$ cat src/rtl/mem_wb_stage_pkg.sv
// Shared definitions for the MEM->WB pipeline register: default widths,
// skid-buffer occupancy encoding and the packed write-back entry.
package mem_wb_stage_pkg;

  localparam int MEMWB_DATA_W = 64;
  localparam int MEMWB_ADDR_W = 5;

  // Encoding is {head_valid, skid_valid}; 2'b01 is unreachable by construction.
  typedef enum logic [1:0] {
    SKID_EMPTY = 2'b00,
    SKID_ONE   = 2'b10,
    SKID_TWO   = 2'b11
  } skid_state_e;

  typedef struct packed {
    logic                    wreg;
    logic [MEMWB_ADDR_W-1:0] rd_addr;
    logic [MEMWB_DATA_W-1:0] data;
  } memwb_entry_t;

endpackage

$ cat src/rtl/mem_wb_stage_if.sv
// Bundle between the MEM stage, the MEM/WB register and the regfile write port.
// The master modport is the surrounding pipeline; the slave modport is the stage.
interface mem_wb_stage_if
  import mem_wb_stage_pkg::*;
#(
  parameter int DATA_W = MEMWB_DATA_W,
  parameter int ADDR_W = MEMWB_ADDR_W
);

  // Handshake: a transfer happens on a rising edge where valid && ready are both
  // high; valid never waits on ready, and in_ready_o never looks at out_ready_i.
  logic              flush_i;
  logic              in_valid_i;
  logic              in_ready_o;
  logic [ADDR_W-1:0] rd_addr_i;
  logic              wreg_i;
  logic [DATA_W-1:0] wdata_i;

  logic              out_valid_o;
  logic              out_ready_i;
  logic [ADDR_W-1:0] rd_addr_o;
  logic              wreg_o;
  logic [DATA_W-1:0] wdata_o;

  logic              fwd_valid_o;
  logic [ADDR_W-1:0] fwd_rd_addr_o;
  logic [DATA_W-1:0] fwd_wdata_o;

  skid_state_e       dbg_state;

  modport master (
    output flush_i, in_valid_i, rd_addr_i, wreg_i, wdata_i, out_ready_i,
    input  in_ready_o, out_valid_o, rd_addr_o, wreg_o, wdata_o,
    input  fwd_valid_o, fwd_rd_addr_o, fwd_wdata_o, dbg_state
  );

  modport slave (
    input  flush_i, in_valid_i, rd_addr_i, wreg_i, wdata_i, out_ready_i,
    output in_ready_o, out_valid_o, rd_addr_o, wreg_o, wdata_o,
    output fwd_valid_o, fwd_rd_addr_o, fwd_wdata_o, dbg_state
  );

endinterface

$ cat src/rtl/mem_wb_stage_pipe_skid_buf.sv
// Generic 2-entry valid/ready skid buffer with flush. Head (H) drives the output,
// skid (S) absorbs one extra entry so in_ready depends only on registered state.
module pipe_skid_buf
  import mem_wb_stage_pkg::*;
#(
  parameter int WIDTH = 8
) (
  input  logic             clk,
  input  logic             rst,
  input  logic             flush,
  input  logic             in_valid,
  output logic             in_ready,
  input  logic [WIDTH-1:0] in_data,
  output logic             out_valid,
  input  logic             out_ready,
  output logic [WIDTH-1:0] out_data,
  output logic             skid_valid,
  output logic [WIDTH-1:0] skid_data,
  output skid_state_e      state
);

  skid_state_e      state_q;
  skid_state_e      state_d;
  logic [1:0]       state_bits;
  logic [WIDTH-1:0] h_q;
  logic [WIDTH-1:0] s_q;
  logic             accept;
  logic             pop;
  logic             load_h;
  logic             load_s;
  logic             move_s;

  assign state_bits = state_q;
  assign out_valid  = state_bits[1];
  assign skid_valid = state_bits[0];
  assign in_ready   = !skid_valid && !rst;
  assign accept     = in_valid && in_ready;
  assign pop        = out_valid && out_ready;
  assign out_data   = h_q;
  assign skid_data  = s_q;
  assign state      = state_q;

  always_comb begin
    state_d = state_q;
    load_h  = 1'b0;
    load_s  = 1'b0;
    move_s  = 1'b0;
    case (state_q)
      SKID_EMPTY: begin
        if (accept) begin
          state_d = SKID_ONE;
          load_h  = 1'b1;
        end
      end
      SKID_ONE: begin
        if (accept && pop) begin
          load_h = 1'b1;
        end else if (accept) begin
          state_d = SKID_TWO;
          load_s  = 1'b1;
        end else if (pop) begin
          state_d = SKID_EMPTY;
        end
      end
      SKID_TWO: begin
        if (pop) begin
          state_d = SKID_ONE;
          move_s  = 1'b1;
        end
      end
      default: state_d = SKID_EMPTY;
    endcase
    // A pop still retires the head this cycle; everything else is dropped.
    if (flush) begin
      state_d = SKID_EMPTY;
      load_h  = 1'b0;
      load_s  = 1'b0;
      move_s  = 1'b0;
    end
  end

  always_ff @(posedge clk) begin
    if (rst) begin
      state_q <= SKID_EMPTY;
      h_q     <= '0;
      s_q     <= '0;
    end else begin
      state_q <= state_d;
      if (load_h) begin
        h_q <= in_data;
      end else if (move_s) begin
        h_q <= s_q;
      end
      if (load_s) begin
        s_q <= in_data;
      end
    end
  end

  a_no_skid_without_head: assert property (
    @(posedge clk) disable iff (rst) !(!out_valid && skid_valid)
  );

endmodule

$ cat src/rtl/mem_wb_stage.sv
// MEM->WB pipeline register: skid-buffered handshake, flush, x0 write
// suppression and a bypass port exposing the youngest held register write.
module mem_wb_stage
  import mem_wb_stage_pkg::*;
#(
  parameter int DATA_W        = MEMWB_DATA_W,
  parameter int ADDR_W        = MEMWB_ADDR_W,
  parameter bit ZERO_SUPPRESS = 1'b1
) (
  input logic           clk,
  input logic           rst,
  mem_wb_stage_if.slave bus
);

  localparam int PW = 1 + ADDR_W + DATA_W;

  logic              wreg_cap;
  logic [PW-1:0]     in_payload;
  logic [PW-1:0]     h_payload;
  logic [PW-1:0]     s_payload;
  logic              h_v;
  logic              s_v;
  logic              in_ready;

  logic              h_wreg;
  logic [ADDR_W-1:0] h_rd;
  logic [DATA_W-1:0] h_data;
  logic              s_wreg;
  logic [ADDR_W-1:0] s_rd;
  logic [DATA_W-1:0] s_data;

  // Writes to x0 still flow through so WB sees the retirement, just without wreg.
  assign wreg_cap   = bus.wreg_i && !(ZERO_SUPPRESS && (bus.rd_addr_i == '0));
  assign in_payload = {wreg_cap, bus.rd_addr_i, bus.wdata_i};

  pipe_skid_buf #(
    .WIDTH(PW)
  ) u_skid (
    .clk        (clk),
    .rst        (rst),
    .flush      (bus.flush_i),
    .in_valid   (bus.in_valid_i),
    .in_ready   (in_ready),
    .in_data    (in_payload),
    .out_valid  (h_v),
    .out_ready  (bus.out_ready_i),
    .out_data   (h_payload),
    .skid_valid (s_v),
    .skid_data  (s_payload),
    .state      (bus.dbg_state)
  );

  assign h_wreg = h_payload[PW-1];
  assign h_rd   = h_payload[DATA_W +: ADDR_W];
  assign h_data = h_payload[DATA_W-1:0];
  assign s_wreg = s_payload[PW-1];
  assign s_rd   = s_payload[DATA_W +: ADDR_W];
  assign s_data = s_payload[DATA_W-1:0];

  // Reset is synchronous, so outputs are forced quiet during the reset cycle too.
  assign bus.in_ready_o  = in_ready;
  assign bus.out_valid_o = h_v && !rst;
  assign bus.wreg_o      = h_v && h_wreg && !rst;
  assign bus.rd_addr_o   = rst ? '0 : h_rd;
  assign bus.wdata_o     = rst ? '0 : h_data;

  // S is always younger than H, so it wins when both write.
  always_comb begin
    bus.fwd_valid_o   = 1'b0;
    bus.fwd_rd_addr_o = '0;
    bus.fwd_wdata_o   = '0;
    if (!rst) begin
      if (s_v && s_wreg) begin
        bus.fwd_valid_o   = 1'b1;
        bus.fwd_rd_addr_o = s_rd;
        bus.fwd_wdata_o   = s_data;
      end else if (h_v && h_wreg) begin
        bus.fwd_valid_o   = 1'b1;
        bus.fwd_rd_addr_o = h_rd;
        bus.fwd_wdata_o   = h_data;
      end
    end
  end

endmodule

$ cat src/flat_wrapper.sv
// flat-port wrapper written by rule: the top's interface ports become plain ports
module mem_wb_stage_flat import mem_wb_stage_pkg::*;
#(
  parameter int DATA_W        = MEMWB_DATA_W,
  parameter int ADDR_W        = MEMWB_ADDR_W,
  parameter bit ZERO_SUPPRESS = 1'b1
)
  (clk, rst, bus_flush_i, bus_in_valid_i, bus_rd_addr_i, bus_wreg_i, bus_wdata_i, bus_out_ready_i, bus_in_ready_o, bus_out_valid_o, bus_rd_addr_o, bus_wreg_o, bus_wdata_o, bus_fwd_valid_o, bus_fwd_rd_addr_o, bus_fwd_wdata_o, bus_dbg_state);
  mem_wb_stage_if #(.DATA_W(DATA_W), .ADDR_W(ADDR_W)) bus_i ();
  input logic clk;
  input logic rst;
  input wire logic [$bits(bus_i.flush_i)-1:0] bus_flush_i;
  input wire logic [$bits(bus_i.in_valid_i)-1:0] bus_in_valid_i;
  input wire logic [$bits(bus_i.rd_addr_i)-1:0] bus_rd_addr_i;
  input wire logic [$bits(bus_i.wreg_i)-1:0] bus_wreg_i;
  input wire logic [$bits(bus_i.wdata_i)-1:0] bus_wdata_i;
  input wire logic [$bits(bus_i.out_ready_i)-1:0] bus_out_ready_i;
  output wire logic [$bits(bus_i.in_ready_o)-1:0] bus_in_ready_o;
  output wire logic [$bits(bus_i.out_valid_o)-1:0] bus_out_valid_o;
  output wire logic [$bits(bus_i.rd_addr_o)-1:0] bus_rd_addr_o;
  output wire logic [$bits(bus_i.wreg_o)-1:0] bus_wreg_o;
  output wire logic [$bits(bus_i.wdata_o)-1:0] bus_wdata_o;
  output wire logic [$bits(bus_i.fwd_valid_o)-1:0] bus_fwd_valid_o;
  output wire logic [$bits(bus_i.fwd_rd_addr_o)-1:0] bus_fwd_rd_addr_o;
  output wire logic [$bits(bus_i.fwd_wdata_o)-1:0] bus_fwd_wdata_o;
  output wire logic [$bits(bus_i.dbg_state)-1:0] bus_dbg_state;
  assign bus_i.flush_i = bus_flush_i;
  assign bus_i.in_valid_i = bus_in_valid_i;
  assign bus_i.rd_addr_i = bus_rd_addr_i;
  assign bus_i.wreg_i = bus_wreg_i;
  assign bus_i.wdata_i = bus_wdata_i;
  assign bus_i.out_ready_i = bus_out_ready_i;
  assign bus_in_ready_o = bus_i.in_ready_o;
  assign bus_out_valid_o = bus_i.out_valid_o;
  assign bus_rd_addr_o = bus_i.rd_addr_o;
  assign bus_wreg_o = bus_i.wreg_o;
  assign bus_wdata_o = bus_i.wdata_o;
  assign bus_fwd_valid_o = bus_i.fwd_valid_o;
  assign bus_fwd_rd_addr_o = bus_i.fwd_rd_addr_o;
  assign bus_fwd_wdata_o = bus_i.fwd_wdata_o;
  assign bus_dbg_state = bus_i.dbg_state;
  mem_wb_stage #(.DATA_W(DATA_W), .ADDR_W(ADDR_W), .ZERO_SUPPRESS(ZERO_SUPPRESS)) u_core (.clk(clk), .rst(rst), .bus(bus_i));
endmodule
$ cat config.mk
export PLATFORM = sky130hd
export DESIGN_NAME = mem_wb_stage_flat
export DESIGN_NICKNAME = d
export VERILOG_FILES = /design/src/rtl/mem_wb_stage_pkg.sv /design/src/rtl/mem_wb_stage_if.sv /design/src/rtl/mem_wb_stage_pipe_skid_buf.sv /design/src/rtl/mem_wb_stage.sv /design/src/flat_wrapper.sv
export SDC_FILE = /design/constraint.sdc
export NUM_CORES = 1
export LEC_CHECK = 0
export ABC_AREA = 1
export CORE_ASPECT_RATIO = 0.5
export CORE_MARGIN = 1
export CORE_UTILIZATION = 60
export DETAILED_ROUTE_END_ITERATION = 8
export DONT_BUFFER_PORTS = 1
export PLACE_DENSITY = 0.76
export SLEW_MARGIN = 20
export SYNTH_ARGS = -nofsm -noshare
export SYNTH_HDL_FRONTEND = slang
export SYNTH_SLANG_ARGS = --single-unit
$ cat constraint.sdc
create_clock -name clk -period 5.84 [get_ports clk]
set_input_delay 1.46 -clock clk [delete_from_list [all_inputs] [get_ports clk]]
set_output_delay 1.46 -clock clk [all_outputs]
set_load 0.02 [all_outputs]
* Word-level counts from Yosys, hierarchy flattened
Index checks and enable logic that the tools add are counted.
** Word-level totals
- Output and inout bits :: 144
- Register bits after elaboration :: 142
- Input port bits :: 75
- Logic and storage cells :: 55
** Operators by class
- Reductions and logical operators :: 17
- Eq/ne operators :: 6
- Muxes and demuxes :: 29
** Operators with widths (count)
- $mux 64 :: 4
- $mux 70 :: 2
- $mux 5 :: 4
- $mux 1 :: 12
- $mux 2 :: 5
- $logic_and 1x1->1 :: 9
- $ne 2x2->1 const B :: 3
- $pmux 2 s3 :: 1
- $logic_not 5->1 :: 1
- $eq 2x2->1 const B :: 2
- $reduce_and 4->1 :: 1
- $logic_not 1->1 :: 3
- $ne 3x3->1 const B :: 1
- $logic_not 2->1 :: 1
- $pmux 1 s2 :: 1
- $reduce_bool 2->1 :: 1
- $reduce_or 2->1 :: 1

* Depth between registers and ports, before layout
Gate-level depths: netlist of run 1.
- Depth in word-level cells :: 8
- Depth in mapped cells :: 12
- Mapped depth without buffers :: 9

* Cells and area by module
From an unflattened synthesis of run 1, not the netlist that was laid out.
** Second synthesis, totals
- Cells, all modules :: 1266
- Area, all modules :: 7802.5 um^2
** Modules (own cells, without submodules)
- pipe_skid_buf :: instances 1, area an instance 6296.0 um^2, seq. area each 2842.7 um^2, cells each 884
- mem_wb_stage :: instances 1, area an instance 1506.4 um^2, seq. area each 0.0 um^2, cells each 382

* Worst setup path after synthesis of run 1
OpenSTA, ideal clock, no wires.
- Path type :: in2out
- Start :: in rst
- End :: out bus_fwd_rd_addr_o[2]
- Data required time :: 4.380 ns
- Slack :: 1.611 ns
- Path buffers :: 3
- Cell stages on the path :: 6
- Arrival :: 2.769 ns
- Cells stage by stage :: buf_2 -> inv_1 -> nand2_1 -> buf_2 -> buf_1 -> o31ai_1
** On the way
- Word-level cells in the longest chain between the ends :: 1
** Ends and longest elaborated chain
- start, declared :: RTL line flat_wrapper.sv:11 : input logic rst;
- $mux 5 :: RTL line mem_wb_stage.sv:72 : if (!rst) begin
- end, declared :: RTL line flat_wrapper.sv:24 : output wire logic [$bits(bus_i.fwd_rd_addr_o)-1:0] bus_fwd_rd_addr_o;
No other way between the ends.

* Worst setup path in the final report of run 1
- Start :: in rst
- End :: out bus_fwd_wdata_o[45]
** On the way
- Word-level cells in the longest chain between the ends :: 1
** Ends and longest elaborated chain
- $mux 64 :: RTL line mem_wb_stage.sv:72
- end, declared :: RTL line flat_wrapper.sv:25 : output wire logic [$bits(bus_i.fwd_wdata_o)-1:0] bus_fwd_wdata_o;
No other way between the ends.

==> results of run 1 <==
-- synthesized netlist by cell type, drive strengths merged --
cell / number / area share
ha: 4 / 0.0067
o21ai: 121 / 0.081
nand4: 2 / 0.0017
nand3: 121 / 0.081
o32ai: 45 / 0.052
buf: 43 / 0.032
clkbuf: 59 / 0.029
nor2: 79 / 0.041
nand2: 180 / 0.091
dfxtp: 142 / 0.38
nand3b: 45 / 0.045
inv: 153 / 0.076
o31ai: 22 / 0.022
a21oi: 95 / 0.063
-- flip-flops by register name, summed over array words and instances, names as in the netlist --
| register | cells |
|---|---|
| u_core.u_skid.state | 2 |
| u_core.u_skid.out_data | 70 |
| u_core.u_skid.skid_data | 70 |
-- stage by stage --
step                utilization  std cells  total power (uW)  hold slack, ps  worst slack, ps
floorplan                     -       1111              1220             440             1610
finish                    0.664       1217              2350             480             1430
global placement          0.613       1185              1240             464             1600
detailed placement        0.613       1185              1250             470             1500
global route              0.664       1217              2440             496             1390
CTS                       0.664       1217              2370             479             1500
-- worst max-delay path, delay by kind of cell --
| family | cells | cell delay [ps] |
|---|---|---|
| and+or+nand+nor | 1 | 230 |
| AOI/OAI and AO/OA | 1 | 730 |
| buffers and inverters | 2 | 480 |
-- layer usage --
metal / wire length (um) / vias up / global-route usage
met5: 0 / - / 0
li1: - / 3539 / -
met2: 9280 / 339 / 0.477
met4: 376 / 0 / 0.118
met3: 1760 / 39 / 0.0598
met1: 8990 / 3386 / 0.411
-- cells by family after synthesis --
| group | share of synthesized area |
|---|---|
| flops | 0.378 |
| simple gates | 0.259 |
| fa+ha+maj | 0.00666 |
| compound gates | 0.218 |
| buf+inv | 0.138 |
-- final cells by class --
cell class / instances / share of cell area
multi-input cells: 714 / 0.458
inverters: 153 / 0.0724
repair buffers: 11 / 0.0103
clock buffers: 20 / 0.0572
flip-flops and latches: 142 / 0.356
well taps: 165 / 0.0259
clock inverters: 12 / 0.0202
-- power by group --
| group | internal, uW | total (uW) | leakage [uW] | switching, uW |
|---|---|---|---|---|
| registers | 1010 | 1020 | 0.00115 | 15.7 |
| logic | 53.9 | 206 | 0.00161 | 152 |
| clock network | 698 | 1130 | 0.000293 | 428 |
-- cell usage in the layout (no fill, tap or decap), drive strengths merged --
cell type  synthesis  layout
clkinv             0       6
nand3b            45      45
bufinv             0       3
buf               43      11
clkinvlp           0       3
inv              153     153
nor2              79      79
ha                 4       4
clkbuf            59      20
o31ai             22      22
o21ai            121     121
o32ai             45      45
nand3            121     121
dfxtp            142     142
nand4              2       2
a21oi             95      95
nand2            180     180
-- worst max path at each step --
stage | slack (ps) | endpoint | cells past startpoint
floorplan | 1610 | bus_fwd_rd_addr_o[2] | 6
global placement | 1600 | bus_fwd_wdata_o[19] | 4
detailed placement | 1500 | bus_fwd_wdata_o[22] | 4
CTS | 1500 | bus_fwd_wdata_o[22] | 4
global route | 1390 | bus_fwd_wdata_o[22] | 4
finish | 1430 | bus_fwd_wdata_o[45] | 4
==> metrics.txt, run 1 <==
Worst Hold Path Cells=2; Antenna diodes=0; f_max=0.227 GHz; unrepaired setup endpoints after global routing=no; Synth cell types=23; Layout Skew=8.80 ps; Buffers on Ports=0; gr usage total=0.302; Initial Utilization=0.626; hold endpoint=u_core.u_skid.out_data[37]; leakage=0.00306 uW; peak supply drop=0.000270 V; register area=2840 um^2; post-synthesis area per instance=6.77 um^2; DR iter-0 viols=755; fin crit period=4410 ps; Clock Latency Late Sink=410 ps; WP data required=4380 ps; first-pass GRT wire length=31200 um; WP data arrival=2950 ps; Final ANT Viol Nets=0; Critical R2R Launch=u_core.u_skid.state[0]; RePlAce Congestion=0.835; H-tree depth=4; Area Growth Syn to Fin=6.19%; CP cell instances=inv_4, nand2_2, buf_4, o32ai_1; Fill cells=roughly 1100; area of the multi-input gates=3650 um^2; Hold/Removal Path Class=reg2reg; final instance area=7980 um^2; cts bufs inserted=17; syn_nets=1190; CTS root buf=clkbuf_16; largest net degree at the start of global routing=between 90 and 100; register area share after synthesis=0.378; Wirelength per Cell=16.8 um; full die area=13000 um^2; Slew Limit Fails=0; R2R Setup Slk=2810 ps; # IOs=about 220; vias per cell=6.00; Slew HR=0.341; yosys warns=0; core area=about 12000 um^2; pwr/cell area=295 nW/um^2; CP endpoint kind=output port; Placed Area=7360 um^2; cell count after synthesis=between 1000 and 1500; Worst path slowest cell=o32ai_1; initial antenna violation count=0; crit-path max cell delay=730 ps; Netlist Area Pre-Place=7520 um^2; Horiz. Die Dim=160 um; FP Rows=28; Max clock buf depth=2; Slew @ Worst Pin=a little under 1000 ps; critical path launch point type=input pin; Routed WL=approximately 20000 um; final setup violating endpoints=0; DRC Markers=0; final-stage net count=1118; Hold-fix buffers, CTS=0; Max Cap Viol=0; Sink Count=142; Setup Buffers After CTS=0; Reg2Reg Depth=8; drt first pass iters=5; critical-path maximum fanout=96; CTS tree=done; grt ovf=0; Resize count post-CTS=0; share of cells above drive strength 1=0.0532; HPWL Detailed=12200 um; vias in the first global route=6048; number of synthesized register bits=approximately 140; Worst Hold Launch=u_core.u_skid.out_data[37]; critical path launch point=rst; Tcrit/Tclk final=0.755; Crit Path Class=in2out; reg2reg end=u_core.u_skid.out_data[56]; Die Ht=between 80 and 90 um; clk slew on worst S/H paths=60 ps; detailed-route via count=7303; Setup TNS Final=0 ps; status=finished clean; Final Hold Vio Count=0
(Power assumes the default switching activity.)
==> run 2, diff against run 1 <==
==> constraint.sdc (replaced) <==
create_clock -name clk -period 4.3 [get_ports clk]
set_input_delay 1.075 -clock clk [delete_from_list [all_inputs] [get_ports clk]]
set_output_delay 1.075 -clock clk [all_outputs]
set_load 0.02 [all_outputs]
==> run 2 against run 1 <==
Non-clock buffer count rose by 67. Total power rose by 42%. Combinational power rose by 38%. Setup slack got worse by 1200 ps. Core utilization rose by 4.8 points. Via count rose by 5.5%. Final area rose by 7.2%. Final cell count rose by 5.5%. Sequential power rose by 36%. Die area did not move. Global-route usage rose by 2.9 points. Clock skew rose by 3.2 ps. Critical path type is now reg2out. Highest routed layer unchanged.
==> metrics.txt, run 2 (synthesis results as in run 1) <==
Buffers on Ports=0; WP data arrival=3030 ps; Fill cells=1040; sw power=between 800 and 900 uW; Sw Share=0.247; full die area=13000 um^2; Routed WL=21700 um; register share of total power=0.417; largest net degree at the start of global routing=97; Max Cap Viol=0; WP data required=3220 ps; commonest cells after routing, fill and taps aside=176 x nand2_1, 147 x inv_1, 142 x dfxtp_1, 120 x nand3_1, 104 x o21ai_0; Gate power share=0.085; Slew Limit Fails=0; critical path launch point type=register; Setup TNS Final=0 ps; gr usage total=0.331; Tcrit/Tclk final=0.955; cts bufs inserted=17; first-pass GRT wire length=34300 um; Final ANT Viol Nets=0; critical-path maximum fanout=48; CP endpoint kind=output port; status=finished clean; unrepaired setup endpoints after global routing=no; Final Hold Vio Count=0; peak supply drop=between 0.0002 and 0.00025 V; Slew @ Worst Pin=1030 ps; Max clock buf depth=2; Initial Utilization=0.626; fin crit period=4100 ps; CP top delay family=simple AND/OR/NAND/NOR gates; # IOs=219; non-filler cells, final=1284; share of cells above drive strength 1=0.110; Antenna diodes=0; Setup Buffers After CTS=0; final instance area=8560 um^2; Cell Int Power=~2500 uW; vias in the first global route=6881; grt ovf=0; Hold-fix buffers, CTS=0; pwr/cell area=389 nW/um^2; HPWL Detailed=12700 um; Sink Count=142; Hold/Removal Path Class=reg2reg; Slew HR=0.308; Resize count post-CTS=0; register area=2840 um^2; leakage=0.00345 uW; vias per cell=6.00; drt first pass iters=5; Area Growth Syn to Fin=13.8%; Clock Latency Late Sink=420 ps; Buf/Inv on CP=2; Clock power frac=0.498; Worst path slowest cell=nand2_2; Wirelength per Cell=around 17 um; H-tree depth=4; clk slew on worst S/H paths=~60 ps; f_max=0.244 GHz; core area=approximately 12000 um^2; crit-path max cell delay=700 ps; RePlAce Congestion=0.846; Die Ht=81.2 um; CTS root buf=clkbuf_16; Horiz. Die Dim=160 um; Crit Path Class=reg2out; CTS tree=done; DP Cell Count=1252; DR iter-0 viols=704; Layout Skew=between 10 and 15 ps; final setup violating endpoints=0; most common cell after layout, fill and taps aside=nand2_1; detailed-route via count=~7700; DRC Markers=0; Placed Area=7890 um^2; initial antenna violation count=0; CP cell instances=nand2_1, inv_2, nand2_2, o32ai_1, buf_4; final-stage net count=around 1200; FP Rows=28; area of the multi-input gates=3650 um^2
run 2: final timing paths:
kind,slack (ps),from,depth (start not counted),to
worst max-delay path,200,u_core.u_skid.state[0],5,bus_fwd_wdata_o[32]
worst min-delay path,470,u_core.u_skid.skid_data[22],2,u_core.u_skid.skid_data[22]
worst max register to register,1380,u_core.u_skid.state[0],9,u_core.u_skid.out_data[45]
worst min register to register,470,u_core.u_skid.skid_data[22],2,u_core.u_skid.skid_data[22]
run 2: metrics by stage:
step	hold slack [ps]	setup slack [ps]	power, uW	utilization
after floorplan	440	841	1660	-
after global placement	456	730	1690	0.657
after detailed placement	460	699	1700	0.657
after CTS	470	259	3330	0.712
after global routing	488	44.4	3440	0.712
final	470	195	3330	0.712
run 2: area by class of cell:
cell class                      count  area share
Clock buffer                       20      0.0534
Clock inverter                     12      0.0243
Inverter                          153      0.0677
Multi-Input combinational cell    714       0.427
Sequential cell                   142       0.332
Tap cell                          165      0.0241
Timing Repair Buffer               78      0.0713
run 2: power groups by stage:
stage	sequential, uW	combinational [uW]	clock (uW)
6_report	1390	284	1660
3_5_place_dp	1420	279	0
5_1_grt	1390	315	1730
2_1_floorplan	1410	248	0
4_1_cts	1390	281	1660
3_3_place_gp	1410	272	0
run 2: worst register-to-register path, cell delays in order (launching register included):
cell and delay [ps]:
dfxtp_1 580, inv_1 150, ha_1 260, nand4_1 150, nand2_2 310, buf_4 460
a21oi_4 200, buf_4 460, nand2_1 190, nand2_1 100
run 2: routing by layer:
metal / share of wire / GRT usage / vias to the layer above
li1: - / - / 3678
met1: 0.42 / 0.419 / 3569
met2: 0.46 / 0.561 / 415
met3: 0.097 / 0.0715 / 40
met4: 0.016 / 0.131 / 0
met5: 0 / 0 / -
